$ cat src/rtl/ring_token_ctrl_pkg.sv
// Shared types and constants for the ring token sequencer.
// Default ring geometry, sequencer states and the token-count legality rule.
package ring_token_ctrl_pkg;

  localparam int DEF_NSTAGE = 8;
  localparam int MAXTOK     = DEF_NSTAGE - 1;
  localparam int INFW       = $clog2(DEF_NSTAGE);

  typedef enum logic [2:0] {
    ST_IDLE,
    ST_INJECT,
    ST_RUN,
    ST_DRAIN,
    ST_FIN
  } state_e;

  // A ring of n stages can hold at most n-1 tokens and needs at least one.
  function automatic logic tokens_legal(input int unsigned tok, input int unsigned maxtok);
    return (tok != 0) && (tok <= maxtok);
  endfunction

endpackage

$ cat src/rtl/ring_token_ctrl_sync.sv
// Multi-flop synchronizer for one asynchronous ring-side level.
// The chain clears with the ring so both sides restart at phase 0.
module ring_sync #(
  parameter int SYNC = 2
) (
  input  logic clk_i,
  input  logic rst_ni,
  input  logic d_i,
  output logic q_o
);

  logic [SYNC-1:0] chain_q;

  always_ff @(posedge clk_i or negedge rst_ni) begin
    if (!rst_ni) begin
      chain_q <= '0;
    end else begin
      chain_q <= {chain_q[SYNC-2:0], d_i};
    end
  end

  assign q_o = chain_q[SYNC-1];

endmodule

$ cat src/rtl/ring_token_ctrl.sv
// Sequencer that closes a self-timed ring, injects tokens, relays and counts
// returns, then drains; a watchdog aborts when the ring stops handshaking.
module ring_token_ctrl
  import ring_token_ctrl_pkg::*;
#(
  parameter int NSTAGE = DEF_NSTAGE,
  parameter int CNTW   = 16,
  parameter int TMOW   = 12,
  parameter int SYNC   = 2
) (
  input  logic                      clk_i,
  input  logic                      rst_ni,
  input  logic                      start_i,
  input  logic                      stop_i,
  input  logic [$clog2(NSTAGE)-1:0] tokens_i,
  input  logic [CNTW-1:0]           ret_limit_i,
  output logic                      tx_req_o,
  input  logic                      tx_ack_i,
  input  logic                      rx_req_i,
  output logic                      rx_ack_o,
  output logic                      ring_en_o,
  output logic                      busy_o,
  output logic                      done_o,
  output logic                      err_o,
  output logic [CNTW-1:0]           ret_cnt_o
);

  localparam int TW = $clog2(NSTAGE);

  state_e          state_q, state_d;
  logic            tx_req_q, tx_req_d;
  logic            rx_ack_q, rx_ack_d;
  logic            err_q, err_d;
  logic [CNTW-1:0] ret_cnt_q, ret_cnt_d;
  logic [TW-1:0]   inflight_q, inflight_d;
  logic [TW-1:0]   tok_q, tok_d;
  logic [CNTW-1:0] lim_q, lim_d;
  logic [TMOW-1:0] wdog_q, wdog_d;
  logic            ring_en_q, busy_q, done_q;
  logic            tx_ack_p_q, rx_req_p_q;

  logic tx_ack_s, rx_req_s;
  logic tx_pend, arrive, hs_evt, active, tok_ok;

  ring_sync #(.SYNC(SYNC)) u_sync_tx_ack (
    .clk_i  (clk_i),
    .rst_ni (rst_ni),
    .d_i    (tx_ack_i),
    .q_o    (tx_ack_s)
  );

  ring_sync #(.SYNC(SYNC)) u_sync_rx_req (
    .clk_i  (clk_i),
    .rst_ni (rst_ni),
    .d_i    (rx_req_i),
    .q_o    (rx_req_s)
  );

  assign tx_pend = (tx_req_q != tx_ack_s);
  assign arrive  = (rx_req_s != rx_ack_q);
  assign hs_evt  = (tx_ack_s != tx_ack_p_q) || (rx_req_s != rx_req_p_q);
  assign active  = (state_q == ST_INJECT) || (state_q == ST_RUN) || (state_q == ST_DRAIN);
  assign tok_ok  = tokens_legal(32'(tokens_i), 32'(NSTAGE - 1));

  always_comb begin
    state_d    = state_q;
    tx_req_d   = tx_req_q;
    rx_ack_d   = rx_ack_q;
    err_d      = err_q;
    ret_cnt_d  = ret_cnt_q;
    inflight_d = inflight_q;
    tok_d      = tok_q;
    lim_d      = lim_q;
    wdog_d     = (active && !hs_evt) ? wdog_q + 1'b1 : '0;

    // Timeout abandons the run with the handshake phases left where they are.
    if (active && (wdog_q == '1)) begin
      state_d = ST_IDLE;
      err_d   = 1'b1;
      wdog_d  = '0;
    end else begin
      case (state_q)
        ST_IDLE: begin
          if (start_i) begin
            if (tok_ok) begin
              state_d    = ST_INJECT;
              ret_cnt_d  = '0;
              err_d      = 1'b0;
              inflight_d = '0;
              wdog_d     = '0;
              tok_d      = tokens_i;
              lim_d      = ret_limit_i;
            end else begin
              err_d = 1'b1;
            end
          end
        end
        ST_INJECT: begin
          if (stop_i) begin
            state_d = ST_DRAIN;
          end else if (!tx_pend) begin
            tx_req_d   = ~tx_req_q;
            inflight_d = inflight_q + 1'b1;
            if (inflight_d == tok_q) begin
              state_d = (lim_q == '0) ? ST_DRAIN : ST_RUN;
            end
          end
        end
        ST_RUN: begin
          // A returning token is held until the first stage can take it again.
          if (arrive && !tx_pend) begin
            rx_ack_d  = ~rx_ack_q;
            tx_req_d  = ~tx_req_q;
            ret_cnt_d = (ret_cnt_q == '1) ? ret_cnt_q : ret_cnt_q + 1'b1;
          end
          if (stop_i || (ret_cnt_d >= lim_q)) begin
            state_d = ST_DRAIN;
          end
        end
        ST_DRAIN: begin
          if (arrive) begin
            rx_ack_d   = ~rx_ack_q;
            inflight_d = inflight_q - 1'b1;
          end
          if ((inflight_q == '0) && !tx_pend) begin
            state_d = ST_FIN;
          end
        end
        ST_FIN: begin
          state_d = ST_IDLE;
        end
        default: begin
          state_d = ST_IDLE;
        end
      endcase
    end
  end

  always_ff @(posedge clk_i or negedge rst_ni) begin
    if (!rst_ni) begin
      state_q    <= ST_IDLE;
      tx_req_q   <= 1'b0;
      rx_ack_q   <= 1'b0;
      err_q      <= 1'b0;
      ret_cnt_q  <= '0;
      inflight_q <= '0;
      tok_q      <= '0;
      lim_q      <= '0;
      wdog_q     <= '0;
      ring_en_q  <= 1'b0;
      busy_q     <= 1'b0;
      done_q     <= 1'b0;
      tx_ack_p_q <= 1'b0;
      rx_req_p_q <= 1'b0;
    end else begin
      state_q    <= state_d;
      tx_req_q   <= tx_req_d;
      rx_ack_q   <= rx_ack_d;
      err_q      <= err_d;
      ret_cnt_q  <= ret_cnt_d;
      inflight_q <= inflight_d;
      tok_q      <= tok_d;
      lim_q      <= lim_d;
      wdog_q     <= wdog_d;
      ring_en_q  <= (state_d == ST_INJECT) || (state_d == ST_RUN) || (state_d == ST_DRAIN);
      busy_q     <= (state_d != ST_IDLE);
      done_q     <= (state_d == ST_FIN);
      tx_ack_p_q <= tx_ack_s;
      rx_req_p_q <= rx_req_s;
    end
  end

  assign tx_req_o  = tx_req_q;
  assign rx_ack_o  = rx_ack_q;
  assign ring_en_o = ring_en_q;
  assign busy_o    = busy_q;
  assign done_o    = done_q;
  assign err_o     = err_q;
  assign ret_cnt_o = ret_cnt_q;

endmodule
$ cat config.mk
export PLATFORM = sky130hd
export DESIGN_NAME = ring_token_ctrl
export DESIGN_NICKNAME = d
export VERILOG_FILES = /design/src/rtl/ring_token_ctrl_pkg.sv /design/src/rtl/ring_token_ctrl_sync.sv /design/src/rtl/ring_token_ctrl.sv
export SDC_FILE = /design/constraint.sdc
export NUM_CORES = 1
export LEC_CHECK = 0
export ABC_AREA = 1
export CAP_MARGIN = 20
export CORE_MARGIN = 2
export CORE_UTILIZATION = 63
export CTS_BUF_LIST = sky130_fd_sc_hd__clkbuf_8
export DETAILED_ROUTE_END_ITERATION = 8
export PLACE_DENSITY = 0.95
export RECOVER_POWER = 100
export SLEW_MARGIN = 10
export SYNTH_ARGS = -nofsm -noshare
export SYNTH_HDL_FRONTEND = slang
export SYNTH_SLANG_ARGS = --single-unit
$ cat constraint.sdc
create_clock -name clk_i -period 6.1 [get_ports clk_i]
set_input_delay 1.22 -clock clk_i [delete_from_list [all_inputs] [get_ports clk_i]]
set_output_delay 1.22 -clock clk_i [all_outputs]
set_load 0.02 [all_outputs]
==> impl_metrics.env, run 1 <==
export IMPL_r2r_end="ring_en_o"
export IMPL_grt_pass1_vias=3629
export IMPL_fin_skew_ps=7.15
export IMPL_peakVddDrop_mv=0.336
export IMPL_hold_end="u_sync_tx_ack.chain_q[1]"
export IMPL_htree_num_levels=3
export IMPL_drc=0
export IMPL_synthArstFlopShare_pct=100
export IMPL_ys_ff_latch=65
export IMPL_ys_seq_area_share_pct=41.2
export IMPL_die_w_um=83.2
export IMPL_cp_arrival_ps=3820
export IMPL_cts_sinks=65
export IMPL_seq_power_share_pct=30.7
export IMPL_crit_buf_inv=2
export IMPL_utilization_pct=77.4
export IMPL_cp_slowest_cell="clkbuf_1"
export IMPL_crit_chain="clkbuf_1, clkbuf_1"
export IMPL_r2r_cells=22
export IMPL_ys_types=35
export IMPL_drive_gt1_share_pct=5.93
export IMPL_period_share_pct=61.4
export IMPL_clockBufferDepth=2
export IMPL_vias=3683
export IMPL_maxCapViolCount=1
export IMPL_period_minus_slack_ps=3740
export IMPL_critPathLaunchType="input pin"
export IMPL_start_util_pct=65.9
export IMPL_synth_avg_cell_area_um2=7.64
export IMPL_r2r_slack_ps=2780
export IMPL_power_frac_comb_pct=50.2
export IMPL_worst_pin_slew_ps=2000
export IMPL_core_area_mm2=0.00599
export IMPL_syn_to_final_growth_pct=17.5
export IMPL_hp_class="flop to flop"
export IMPL_syn_nets=563
export IMPL_cts_resized=0
export IMPL_p_total_uw=2230
export IMPL_power_frac_clock_pct=19.0
export IMPL_final_hold_violation_count=0
export IMPL_netSwitchingPower_uw=1010
export IMPL_grt_overflow_total=0
export IMPL_hold_slack_ps=350
export IMPL_firstDrtPassIters=6
export IMPL_clk_pin_slew_ps=70
export IMPL_fp_dieArea_mm2=0.00692
export IMPL_cts_tree="done"
export IMPL_yosysTopAreaCell="dfrtp_1"
export IMPL_crit_cells=2
export IMPL_status="complete, but fails checks"
export IMPL_path_common_cell="clkbuf_1"
export IMPL_synth_edf_count=0
export IMPL_fin_nets=615
export IMPL_grt_max_degree=38
export IMPL_synth_top_area_share_pct=41.2
export IMPL_synth_area_leaders="dfrtp_1 (41%), nand2_1 (13%), inv_1 (7.4%), ha_1 (6.7%), nand3_1 (4.6%)"
export IMPL_synth_yosys_warnings=0
export IMPL_clockRootBuffer="clkbuf_8"
export IMPL_holdBufCountCts=0
export IMPL_clk_latency_ps=360
export IMPL_ys_flop_type="dfrtp_1"
export IMPL_rr_startpoint="ret_cnt_o[0]"
export IMPL_grt_pass1_wl_mm=16.3
export IMPL_maxSlewHeadroom_pct=-33.5
export IMPL_path_delay_family="buffers and inverters"
export IMPL_dp_hpwl_mm=7.01
export IMPL_antenna_found_initial=0
export IMPL_via_per_inst=5.68
export IMPL_required_ps=6170
export IMPL_place_congestion=0.967
export IMPL_p_int_uw=1220
export IMPL_p_leak_uw=0.00238
export IMPL_wirelength_mm=9.69
export IMPL_final_setup_tns_ps=0
export IMPL_ioPinCount=47
export IMPL_power_density_mw_per_mm2=482
export IMPL_cp_max_fo=37
export IMPL_failed_checks="max-capacitance violations, max-slew violations"
export IMPL_filler_cell_count=385
export IMPL_cpPeakStageDelay_ps=1510
export IMPL_synth_area_mm2=0.00395
export IMPL_num_antenna_cells=0
export IMPL_crit_type="input pin to asynchronous set/reset pin"
export IMPL_swShare_pct=45.4
export IMPL_min_path_cells=0
export IMPL_hp_start="u_sync_tx_ack.chain_q[0]"
export IMPL_post_cts_buffers=0
export IMPL_rsz0062_at_grt="no"
export IMPL_synthCells=517
export IMPL_setup_viol=0
export IMPL_port_buffers=46
export IMPL_wl_per_cell_um=15.0
export IMPL_antenna_left=0
export IMPL_rows=28
export IMPL_cp_end_kind="asynchronous set/reset pin"
export IMPL_cts_buffers=9
export IMPL_first_iter_violations=455
export IMPL_die_h_um=83.2
export IMPL_grt_usage_pct=29.3
export IMPL_drv_slew=38
export IMPL_max_freq_ghz=0.267
-- worst reg2reg max path, delay by kind of cell (launching register included) --
family	cells	cell delay (ps)
simple gates	16	1830
fa+ha+maj	2	490
flops	1	480
buf+inv	3	230
compound gates	1	160
-- worst max path at each step --
stage | from | to | slack, ps
2_1_floorplan | ret_cnt_o[0] | busy_o | 3560
3_3_place_gp | start_i | lim_q[14] | 3140
3_5_place_dp | start_i | lim_q[1] | 3090
4_1_cts | ret_cnt_o[0] | busy_o | 3190
5_1_grt | rst_ni | ret_cnt_o[1] | 1720
6_report | rst_ni | ret_cnt_o[8] | 2360
-- layout by cell type (no fill, tap or decap), types with 7 or more instances in the layout --
cell type	instances
clkdlybuf4s50_1	18
nor2_1	48
xor2_1	13
dlygate4sd3_1	27
a21oi_1	12
xnor2_1	8
ha_1	21
nand4_1	10
nor3_1	7
inv_1	79
nand3_1	39
o21ai_0	38
nand2_1	141
clkbuf_8	11
dfrtp_1	65
-- power groups by stage --
stage	Combinational (uW)	Clock (uW)	Sequential, uW
finish	1120	426	687
global route	1260	448	702
CTS	1150	423	687
detailed placement	1130	0	693
global placement	1050	0	685
floorplan	754	0	727
-- area by class of cell --
cell class                 instances  area, um^2  share of cell area (%)
clock inverter                     4        76.3                    1.65
timing repair buffer              47         458                    9.87
clock buffer                      11         151                    3.26
multi-input combinational        365        1930                    41.6
sequential                        65        1630                    35.1
tap                               75        93.8                    2.02
inverter                          81         304                    6.56
-- cells by family after synthesis --
family          share of synthesized area (%)
simple gates                             31.4
buf+inv                                  8.59
flops                                    41.2
compound gates                           7.51
xor+xnor                                 4.66
fa+ha+maj                                6.65
-- cells in the mapped netlist, types with 8 or more instances --
cell type / count
a21oi_1: 12
dfrtp_1: 65
ha_1: 21
inv_1: 78
nand2_1: 140
nand3_1: 36
nand4_1: 9
nor2_1: 45
o21ai_0: 32
o21ai_1: 8
xnor2_1: 8
xor2_1: 13
-- through the flow --
step | area (um^2) | worst slack (ps) | instances
2_1_floorplan | 3950 | 3560 | 517
3_3_place_gp | 4470 | 3140 | 633
3_5_place_dp | 4470 | 3090 | 633
4_1_cts | 4700 | 3190 | 648
5_1_grt | 4640 | 1720 | 648
6_report | 4640 | 2360 | 648
-- layer usage --
layer  up-vias  track usage [%]  routed length [um]
met2       202             48.5                4820
met3        30             6.96                 771
met5         -                0                   0
met1      1710             36.1                3870
li1       1741                -                   -
met4         0             14.2                 235
-- state kept, by name, summed over array words and instances (netlist names) --
register,count
u_sync_rx_req.chain_q,2
tok_q,3
ret_cnt_o,16
u_sync_tx_ack.chain_q,2
busy_o,1
lim_q,16
tx_ack_p_q,1
inflight_q,3
ring_en_o,1
rx_req_p_q,1
err_o,1
state_q,3
wdog_q,12
done_o,1
tx_req_o,1
rx_ack_o,1
No activity file was read; power rests on OpenSTA's default activity.
==> run 2: changes to the inputs <==
- CORE_UTILIZATION: 63 -> 53
- PLACE_DENSITY: 0.95 -> 0.87
- clock period: 6.1 -> 3.3 ns (I/O delays scaled with it)
==> run 2 against run 1 <==
Against the previous run: the flow still finishes with violations (max-capacitance violations, max-slew violations); clock skew increased by 3.7 ps; routed wire length decreased by 8.3%; non-clock buffer count increased by 1; combinational power increased by 78%; setup slack got worse by 2000 ps; hold slack got worse by 220 ps; total power increased by 75%; cell area about the same; cell count increased by 4.0%; sequential power increased by 85%.
==> impl_metrics.env, run 2 (synthesized netlist as in run 1, its figures left out) <==
export IMPL_wl_per_cell_um=13.2
export IMPL_filler_cell_count=630
export IMPL_fin_skew_ps=10.9
export IMPL_grt_pass1_wl_mm=14.5
export IMPL_num_antenna_cells=0
export IMPL_clockRootBuffer="clkbuf_8"
export IMPL_die_h_um=90.3
export IMPL_failed_checks="max-capacitance violations, max-slew violations"
export IMPL_rows=31
export IMPL_fin_nets=616
export IMPL_drive_gt1_share_pct=6.26
export IMPL_ioPinCount=47
export IMPL_cts_tree="done"
export IMPL_core_area_mm2=0.00721
export IMPL_grt_usage_pct=22.0
export IMPL_grt_overflow_total=0
export IMPL_multi_input_area_mm2=0.00194
export IMPL_final_setup_tns_ps=0
export IMPL_period_minus_slack_ps=2940
export IMPL_rsz0062_at_grt="no"
export IMPL_p_total_uw=3910
export IMPL_start_util_pct=54.7
export IMPL_holdBufCountCts=0
export IMPL_worst_pin_slew_ps=1990
export IMPL_cp_max_fo=12
export IMPL_clockBufferDepth=2
export IMPL_p_leak_uw=0.00236
export IMPL_grt_pass1_vias=3239
export IMPL_crit_chain="ha_1, nand4_1, nor2_1, nand4_1, nand3_1, nor2_1, inv_1, o21ai_0"
export IMPL_post_cts_buffers=0
export IMPL_first_iter_violations=368
export IMPL_port_buffers=46
export IMPL_fp_dieArea_mm2=0.00816
export IMPL_cts_resized=0
export IMPL_crit_type="flop to flop"
export IMPL_power_density_mw_per_mm2=842
export IMPL_maxCapViolCount=1
export IMPL_cpPeakStageDelay_ps=710
export IMPL_antenna_left=0
export IMPL_grt_max_degree=39
export IMPL_via_per_inst=5.28
export IMPL_dpl_cell_area_mm2=0.00451
export IMPL_syn_to_final_growth_pct=17.5
export IMPL_critPathLaunchType="flop"
export IMPL_period_share_pct=89.2
export IMPL_htree_num_levels=3
export IMPL_place_congestion=0.983
export IMPL_clk_latency_ps=360
export IMPL_final_cell_mix="nand2_1 (142), inv_1 (79), dfrtp_1 (65), nor2_1 (47), o21ai_0 (39)"
export IMPL_hp_class="input pin to asynchronous set/reset pin"
export IMPL_cp_end_kind="flop"
export IMPL_die_w_um=90.3
export IMPL_cp_slowest_cell="nor2_1"
export IMPL_wirelength_mm=8.89
export IMPL_max_freq_ghz=0.340
export IMPL_rr_startpoint="wdog_q[0]"
export IMPL_regArea_mm2=0.00163
export IMPL_drc=0
export IMPL_worstSetupStartpoint="wdog_q[0]"
export IMPL_final_area_mm2=0.00464
export IMPL_dp_hpwl_mm=6.66
export IMPL_firstDrtPassIters=5
export IMPL_setup_viol=0
export IMPL_peakVddDrop_mv=0.461
export IMPL_drv_slew=39
export IMPL_status="complete, but fails checks"
export IMPL_antenna_found_initial=0
export IMPL_vias=3558
export IMPL_cts_sinks=65
export IMPL_clk_pin_slew_ps=90
export IMPL_cp_arrival_ps=3200
export IMPL_required_ps=3560
export IMPL_final_common_cell="nand2_1"
export IMPL_maxSlewHeadroom_pct=-32.7
export IMPL_cts_buffers=9
export IMPL_final_hold_violation_count=0
[run 2: cell types whose count changed in the layout (fill, tap and decap cells not counted), moves of 2 or more]
| cell | delta |
|---|---|
| inv_6 | +3 |
| bufinv_16 | -2 |
| clkbuf_8 | -2 |
| clkdlybuf4s50_1 | +2 |
| dlygate4sd3_1 | -2 |
[run 2: critical path, delay by kind of cell, from the launching register on]
kind	cells	cell delay [ps]
simple gates	5	1630
flops	1	400
compound gates	1	290
buf+inv	1	270
fa+ha+maj	1	240
[run 2: metal layers]
layer  global-route usage, %  routed length (um)  share of wire [%]  vias to the layer above
li1                        -                   -                  -                     1742
met1                    30.1                4050                 46                     1636
met2                    33.7                4070                 46                      157
met3                    4.26                 577                6.5                       23
met4                    10.6                 190                2.1                        0
met5                       0                   0                  0                        -
[run 2: per-stage QoR]
stage | cells | hold WS, ps | util, % | setup WS, ps
floorplan | 517 | 331 | - | 760
detailed placement | 658 | 338 | 62.5 | 571
global placement | 658 | 334 | 62.5 | 631
finish | 674 | 128 | 64.3 | 356
global route | 674 | 152 | 64.3 | 150
CTS | 674 | 94.8 | 65.1 | 550
[run 2: final cells by class]
type	instances	area share (%)
Inverter	81	6.55
Timing Repair Buffer	48	9.95
Clock buffer	9	2.67
Sequential cell	65	35.1
Tap cell	99	2.67
Multi-Input combinational cell	365	41.8
Clock inverter	7	1.32
[run 2: final timing paths]
check,depth (start not counted),slack (ps),end
max in group asynchronous,2,1010,ret_cnt_o[3]
min reg2reg,0,370,u_sync_rx_req.chain_q[1]
min,1,130,u_sync_rx_req.chain_q[0]
max,8,360,ret_cnt_o[7]
max reg2reg,8,360,ret_cnt_o[7]
min in group clk_i,0,370,u_sync_rx_req.chain_q[1]
[run 2: power breakdown]
group          switching [uW]  leakage (uW)  internal [uW]
clock                     359     0.0000888            286
combinational            1250       0.00144            740
sequential                226      0.000834           1050
